`src/rtl/control_fsm.sv`:
```
// rtl/control_fsm.sv - fetch/decode/execute control FSM for the 8-bit accumulator processor
// Optional SINGLE_STEP_EN adds a step input and a STEPWAIT state between instructions.
module control_fsm #(
  parameter int SYNC_STAGES = 2,
  parameter int STATE_W     = 4
) (
  input  logic               clk,
  input  logic               clear,
  input  logic [2:0]         IR75,
  input  logic               Aeq0,
  input  logic               Apos,
  input  logic               enter,
`ifdef SINGLE_STEP_EN
  input  logic               step,
`endif
  output logic               IRload,
  output logic               JMPmux,
  output logic               PCload,
  output logic               Meminst,
  output logic               MemWr,
  output logic [1:0]         Asel,
  output logic               Aload,
  output logic               Sub,
  output logic               halt,
  output logic [STATE_W-1:0] state
);

  localparam logic [STATE_W-1:0] S_START    = STATE_W'(0);
  localparam logic [STATE_W-1:0] S_FETCH    = STATE_W'(1);
  localparam logic [STATE_W-1:0] S_DECODE   = STATE_W'(2);
  localparam logic [STATE_W-1:0] S_LOAD     = STATE_W'(3);
  localparam logic [STATE_W-1:0] S_STORE    = STATE_W'(4);
  localparam logic [STATE_W-1:0] S_ADD      = STATE_W'(5);
  localparam logic [STATE_W-1:0] S_SUB      = STATE_W'(6);
  localparam logic [STATE_W-1:0] S_INPUT    = STATE_W'(7);
  localparam logic [STATE_W-1:0] S_JZ       = STATE_W'(8);
  localparam logic [STATE_W-1:0] S_JPOS     = STATE_W'(9);
  localparam logic [STATE_W-1:0] S_HALT     = STATE_W'(10);
  localparam logic [STATE_W-1:0] S_STEPWAIT = STATE_W'(11);

`ifdef SINGLE_STEP_EN
  localparam logic [STATE_W-1:0] S_DONE = S_STEPWAIT;
`else
  localparam logic [STATE_W-1:0] S_DONE = S_FETCH;
`endif

  logic [STATE_W-1:0]     state_q;
  logic [STATE_W-1:0]     state_nx;
  logic [SYNC_STAGES-1:0] enter_sync;
  logic                   enter_d;
  logic                   enter_rise;

  // Edge register holds the previous synchronised level so a key already down is ignored.
  always_ff @(posedge clk or posedge clear) begin
    if (clear) begin
      enter_sync <= '0;
      enter_d    <= 1'b0;
    end else begin
      enter_sync[0] <= enter;
      for (int i = 1; i < SYNC_STAGES; i++) enter_sync[i] <= enter_sync[i-1];
      enter_d <= enter_sync[SYNC_STAGES-1];
    end
  end

  assign enter_rise = enter_sync[SYNC_STAGES-1] & ~enter_d;

`ifdef SINGLE_STEP_EN
  logic [SYNC_STAGES-1:0] step_sync;
  logic                   step_d;
  logic                   step_rise;

  always_ff @(posedge clk or posedge clear) begin
    if (clear) begin
      step_sync <= '0;
      step_d    <= 1'b0;
    end else begin
      step_sync[0] <= step;
      for (int i = 1; i < SYNC_STAGES; i++) step_sync[i] <= step_sync[i-1];
      step_d <= step_sync[SYNC_STAGES-1];
    end
  end

  assign step_rise = step_sync[SYNC_STAGES-1] & ~step_d;
`endif

  always_ff @(posedge clk or posedge clear) begin
    if (clear) state_q <= S_START;
    else       state_q <= state_nx;
  end

  always_comb begin
    state_nx = S_START;
    case (state_q)
      S_START:  state_nx = S_FETCH;
      S_FETCH:  state_nx = S_DECODE;
      S_DECODE: begin
        case (IR75)
          3'b000: state_nx = S_LOAD;
          3'b001: state_nx = S_STORE;
          3'b010: state_nx = S_ADD;
          3'b011: state_nx = S_SUB;
          3'b100: state_nx = S_INPUT;
          3'b101: state_nx = S_JZ;
          3'b110: state_nx = S_JPOS;
          3'b111: state_nx = S_HALT;
        endcase
      end
      S_LOAD, S_STORE, S_ADD, S_SUB, S_JZ, S_JPOS: state_nx = S_DONE;
      S_INPUT:  state_nx = enter_rise ? S_DONE : S_INPUT;
      S_HALT:   state_nx = S_HALT;
`ifdef SINGLE_STEP_EN
      S_STEPWAIT: state_nx = step_rise ? S_FETCH : S_STEPWAIT;
`endif
      default:  state_nx = S_START;
    endcase
  end

  // Outputs are forced low while clear is held, even though START itself drives Aload.
  always_comb begin
    IRload  = 1'b0;
    JMPmux  = 1'b0;
    PCload  = 1'b0;
    Meminst = 1'b0;
    MemWr   = 1'b0;
    Asel    = 2'b00;
    Aload   = 1'b0;
    Sub     = 1'b0;
    halt    = 1'b0;
    if (!clear) begin
      case (state_q)
        S_START: begin
          Asel  = 2'b11;
          Aload = 1'b1;
        end
        S_FETCH: begin
          IRload = 1'b1;
          PCload = 1'b1;
        end
        S_DECODE: Meminst = 1'b1;
        S_LOAD: begin
          Meminst = 1'b1;
          Asel    = 2'b10;
          Aload   = 1'b1;
        end
        S_STORE: begin
          Meminst = 1'b1;
          MemWr   = 1'b1;
        end
        S_ADD: begin
          Meminst = 1'b1;
          Aload   = 1'b1;
        end
        S_SUB: begin
          Meminst = 1'b1;
          Sub     = 1'b1;
          Aload   = 1'b1;
        end
        S_INPUT: begin
          if (enter_rise) begin
            Asel  = 2'b01;
            Aload = 1'b1;
          end
        end
        S_JZ: begin
          JMPmux = Aeq0;
          PCload = Aeq0;
        end
        S_JPOS: begin
          JMPmux = Apos;
          PCload = Apos;
        end
        S_HALT: halt = 1'b1;
        default: ;
      endcase
    end
  end

  assign state = state_q;

endmodule

```
`config.mk`:
```
export PLATFORM = sky130hd
export DESIGN_NAME = control_fsm
export DESIGN_NICKNAME = d
export VERILOG_FILES = /design/src/rtl/control_fsm.sv
export SDC_FILE = /design/constraint.sdc
export NUM_CORES = 1
export LEC_CHECK = 0
export CELL_PAD_IN_SITES_DETAIL_PLACEMENT = 0
export CELL_PAD_IN_SITES_GLOBAL_PLACEMENT = 1
export CORE_MARGIN = 2
export CORE_UTILIZATION = 33
export DETAILED_ROUTE_END_ITERATION = 7
export HOLD_SLACK_MARGIN = 0.12
export PLACE_DENSITY_LB_ADDON = 0.1
export SYNTH_ARGS = -nofsm -noshare
export SYNTH_HDL_FRONTEND = slang
export SYNTH_SLANG_ARGS = --single-unit
```
`constraint.sdc`:
```
create_clock -name clk -period 2.7 [get_ports clk]
set_clock_uncertainty 0.2 [all_clocks]
set_input_delay 0.81 -clock clk [delete_from_list [all_inputs] [get_ports clk]]
set_output_delay 0.81 -clock clk [all_outputs]
set_load 0.005 [all_outputs]
```
# Word-level counts from Yosys, hierarchy flattened
# Memory sizes are Yosys's and may differ from the RTL's.
# Index checks and enable logic that the tools add are counted.
[totals]
ff_bits = 7
rom_bits = 32
out_inout_bits = 14
wordCells = 42
mem_count = 1
[op_classes]
eq_ne = 10
n_mux = 22
n_bitwise = 2
reduce_logical = 4
[mem_list]
columns = ["name", "words", "word_bits", "rd", "rd_clocked_by_memory_dff", "wr", "line_no", "text"]
rows = [
  ["(no name shown)", 8, 4, 1, 0, 0, "97", "case (IR75)"],
]
[op_table]
columns = ["op", "n"]
rows = [
  ["case mux 4 bit (5 select lines)", 1],
  ["== test 4 x 3 -> 1 bit (second input constant)", 4],
  ["2-to-1 mux 1 bit", 15],
  ["== test 4 bit (second input constant)", 3],
  ["== test 4 x 2 -> 1 bit (second input constant)", 2],
  ["OR reduction 7 bit", 1],
  ["case mux 2 bit (3 select lines)", 1],
  ["OR reduction 5 bit", 1],
  ["== test 4 x 1 -> 1 bit (second input constant)", 1],
  ["zero test 4 bit", 1],
  ["case mux 1 bit (2 select lines)", 2],
  ["OR reduction 4 bit", 1],
  ["2-to-1 mux 3 bit", 1],
  ["case mux 1 bit (3 select lines)", 1],
  ["2-to-1 mux 2 bit", 1],
  ["AND 1 bit", 1],
  ["inverter 1 bit", 1],
]

# Depth between registers and ports, before layout
# Gate-level depths: netlist (run 1).
[logic_depth]
ltp_word = 5
mapped_depth = 5
mapped_depth_nobuf = 5

# Worst setup path after synthesis (run 1)
# No wires, ideal clock.
[synth_timing]
kind = "in2out"
from = "in clear"
to = "out MemWr"
arrival_ns = 1.411
setup_slack_ns = 0.279
stages = 3
path_buffers = 1
path_cell_list = "or2_1 buf_6 nor4b_4"
[synth_between]
elab_chain_cells = 1
[synth_lines]
columns = ["item", "line_no", "text"]
rows = [
  ["start, declared", "8", "input logic clear,"],
  ["2-to-1 mux 1 bit", "129", "if (!clear) begin"],
  ["end, declared", "20", "output logic MemWr,"],
]
# No other way between the ends.

# Worst setup path in the final report (run 1)
[layout_timing]
from = "in clear"
to = "out Sub"
[layout_between]
elab_chain_cells = 1
[layout_lines]
columns = ["item", "line_no", "text"]
rows = [
  ["2-to-1 mux 1 bit", "129", ""],
  ["end, declared", "23", "output logic Sub,"],
]
# No other way between the ends.

==> out/qor.yml, run 1 <==
timing:
  setup_slack_ns: 0.09461
  finalSetupViolations: 0
  fin_crit_ns: 2.605
  finalMaxSlewViolations: 0
  max_slew_margin_pct: 72.59
  max_slew.worst_pin.slew_ns: 0.4111
  clock.fmax_ghz: 0.3838
  period_share_pct: 96.50
  fin_setup_tns_ns: 0
  rsz0062_at_grt: "false"
  hold_ws_ns: 0.1485
  finalHoldViolCount: 0
floorplan:
  die_height_um: 45.95
  start_util_pct: 34.37
  die-area_sq_um: 2111
  core_area_sq_um: 1689
  die_x_um: 45.95
  placementRows: 15
  io_pins: 22
outcome:
  status: "completed"
synth:
  synth_common_cells: "7 x dfrtp_1, 5 x nor2_1"
  synth_cell_types: 29
  ys_warn_count: 0
  synth_nets: 71
  synth_area_leaders: "dfrtp_1 30%, buf_6 7.8%, nor3b_2 6.5%"
  ys_seq_elements: 7
  synth_edf_count: 0
  ys_seq_area_share_pct: 30.17
  synthCells: 61
  ys_async_sr_fraction_pct: 100.0
  netlist_area_sq_um: 580.6
  syn_area_per_cell_sq_um: 9.517
  synth.top_cell.area_share_pct: 30.17
  synth_ff_type: "dfrtp_1"
  synth_most_common_cell: "dfrtp_1"
  yosys.area.top_type: "dfrtp_1"
power_and_ir_drop:
  p_int_uw: 435.0
  pwr-share-comb_pct: 62.9
  clockPowerShare_pct: 13.0
  peakVddDrop_uv: 409.5
  power_frac_seq_pct: 24.0
  powerDensity_nw_per_um2: 855.2
  switching_share_pct: 40.30
  p_leak_uw: 0.0004134
  p_sw_uw: 293.7
critical_path:
  required_ns: 1.69
  cp_slowest_cell: "or2_4"
  path_class: "primary input to primary output"
  start_kind: "primary input"
  r2r-end: "state[1]"
  cp_cell_sequence: "clkbuf_2 > or2_4 > buf_6 > nor3b_2 > buf_2"
  end_kind: "primary output"
  r2r_start: "state[2]"
  reg2reg_slack_ns: 1.35
  arrival_ns: 1.60
  critPathMaxStageDelay_ns: 0.28
  worstPathMaxFanout: 5
  r2r_cells: 4
routing:
  avgViaCountPerCell: 4.890
  drt-pass1-iter-count: 2
  drc: 0
  wl_per_cell_um: 11.17
  drt_iter0_markers: 3
  drt-total-wl_mm: 1.217
  num_vias: 533
  ant_nets: 0
placed_design:
  dp_slack_ns: -0.7071
  port-buffer-count: 21
  place_inst: 104
  dp_hpwl_um: 961.8
  place_congestion: 0.7305
global_routing:
  antenna_found_initial: 0
  grt_remaining_overflow: 0
  grt_start_max_net_pins: 12
  grt.total_usage_pct: 13.62
  grt_pass1_vias: 482
  grt_pass1_wl_mm: 2.070
min_path:
  hold_class: "flip-flop to flip-flop"
  min_to: "enter_sync[1]"
  worstHoldStart: "enter_sync[0]"
  min_delay_path_depth: 0
layout:
  drive_gt1_share_pct: 36.96
  antenna_cells: 0
  fin_cells: 109
  area_growth_pct: 46.77
  nNetsFinal: 103
cts:
  path_clk_slew_ns: 0.05
  htreeDepth: 1
  clk_path_buf_depth: 2
  root_buffer: "clkbuf_4"
  clock_sinks: 7
  cts_buffers: 3
  insertion_delay_ns: 0.25
  tritoncts: "built"
job:
  drv_cap: 0
[logic make-up after synthesis]
kind of cell / share of synthesized area [%]
xor gates and xnor gates: 1.509
DFF: 30.17
and+or+nand+nor: 34.70
buffers and inverters: 11.20
AOI/OAI and AO/OA: 16.38
muxes: 1.724
adders and majority gates: 4.310
[worst max path at each step]
stage,startpoint,end,slack [ns],cells after the start
global placement,clear,MemWr,-0.69,4
CTS,clear,Sub,0.004,5
detailed placement,clear,MemWr,-0.71,4
global route,clear,Sub,0.05,5
finish,clear,Sub,0.09,5
floorplan,clear,MemWr,0.28,3
[power groups by stage]
stage / clock network, uW / logic [uW] / registers, uW
global placement: 0 / 479 / 177
detailed placement: 0 / 480 / 176
global route: 104 / 511 / 179
CTS: 98.5 / 465 / 175
floorplan: 0 / 311 / 158
finish: 95.0 / 459 / 175
[worst max-delay path: cells and delay by family]
| family | cells | cell delay (ns) |
|---|---|---|
| and+or+nand+nor | 2 | 0.43 |
| buffers and inverters | 3 | 0.35 |
[metal layers]
metal	wire, um	up-vias	global-route usage [%]
li1	-	272	-
met1	543	248	17.18
met2	619	11	21.11
met3	39	2	4.762
met4	14	0	5.143
met5	0	-	0
[cells in the final DEF (no fill, tap or decap), drive strengths merged]
master,n
buf,17
clkdlybuf4s50,8
dfrtp,7
nor2,6
a21oi,5
clkbuf,5
nand2b,4
inv,4
nand2,4
nor3b,4
dlygate4sd2,3
nor3,3
a21o,2
ha,2
dlymetal6s2s,2
or2,2
nand3,2
o22a,1
o211ai,1
a221oi,1
and2,1
nor2b,1
o22ai,1
o21ai,1
a31o,1
xor2,1
nor4b,1
mux2i,1
clkdlybuf4s15,1
[state kept, by name (all words and copies together), names as in the netlist]
| name | cells |
|---|---|
| enter_d | 1 |
| enter_sync | 2 |
| state | 4 |
[area by class of cell]
cell class                      count  area, sq um
Sequential cell                     7        175.2
Clock buffer                        4        26.28
Fill cell                         171        837.1
Inverter                            4        15.01
Multi-Input combinational cell     45        350.3
Timing Repair Buffer               32        264.0
Tap cell                           17        21.27
[metrics by stage]
stage               util, %  area [sq um]  total power, uW
floorplan                 -         580.6            468.9
detailed placement    49.56         837.1            656.9
global placement      49.56         837.1            655.6
global route          50.44         852.1            794.1
finish                50.44         852.1            728.7
CTS                   50.44         852.1            739.2
[repair_timing]
| action | CTS | global route |
|---|---|---|
| hold buffers | 0 | 0 |
| pin swaps | 2 | 3 |
| gates resized for setup | 37 | 3 |
| endpoints found under the setup margin | 10 | 6 |
| setup buffers | 1 | 0 |
(Power assumes the default switching activity.)
==> inputs of run 2 (changes only) <==
Settings changed: CAP_MARGIN from default to 20.
==> results of run 2 <==
No change in the layout: final DEF, timing and power equal those of run 1.
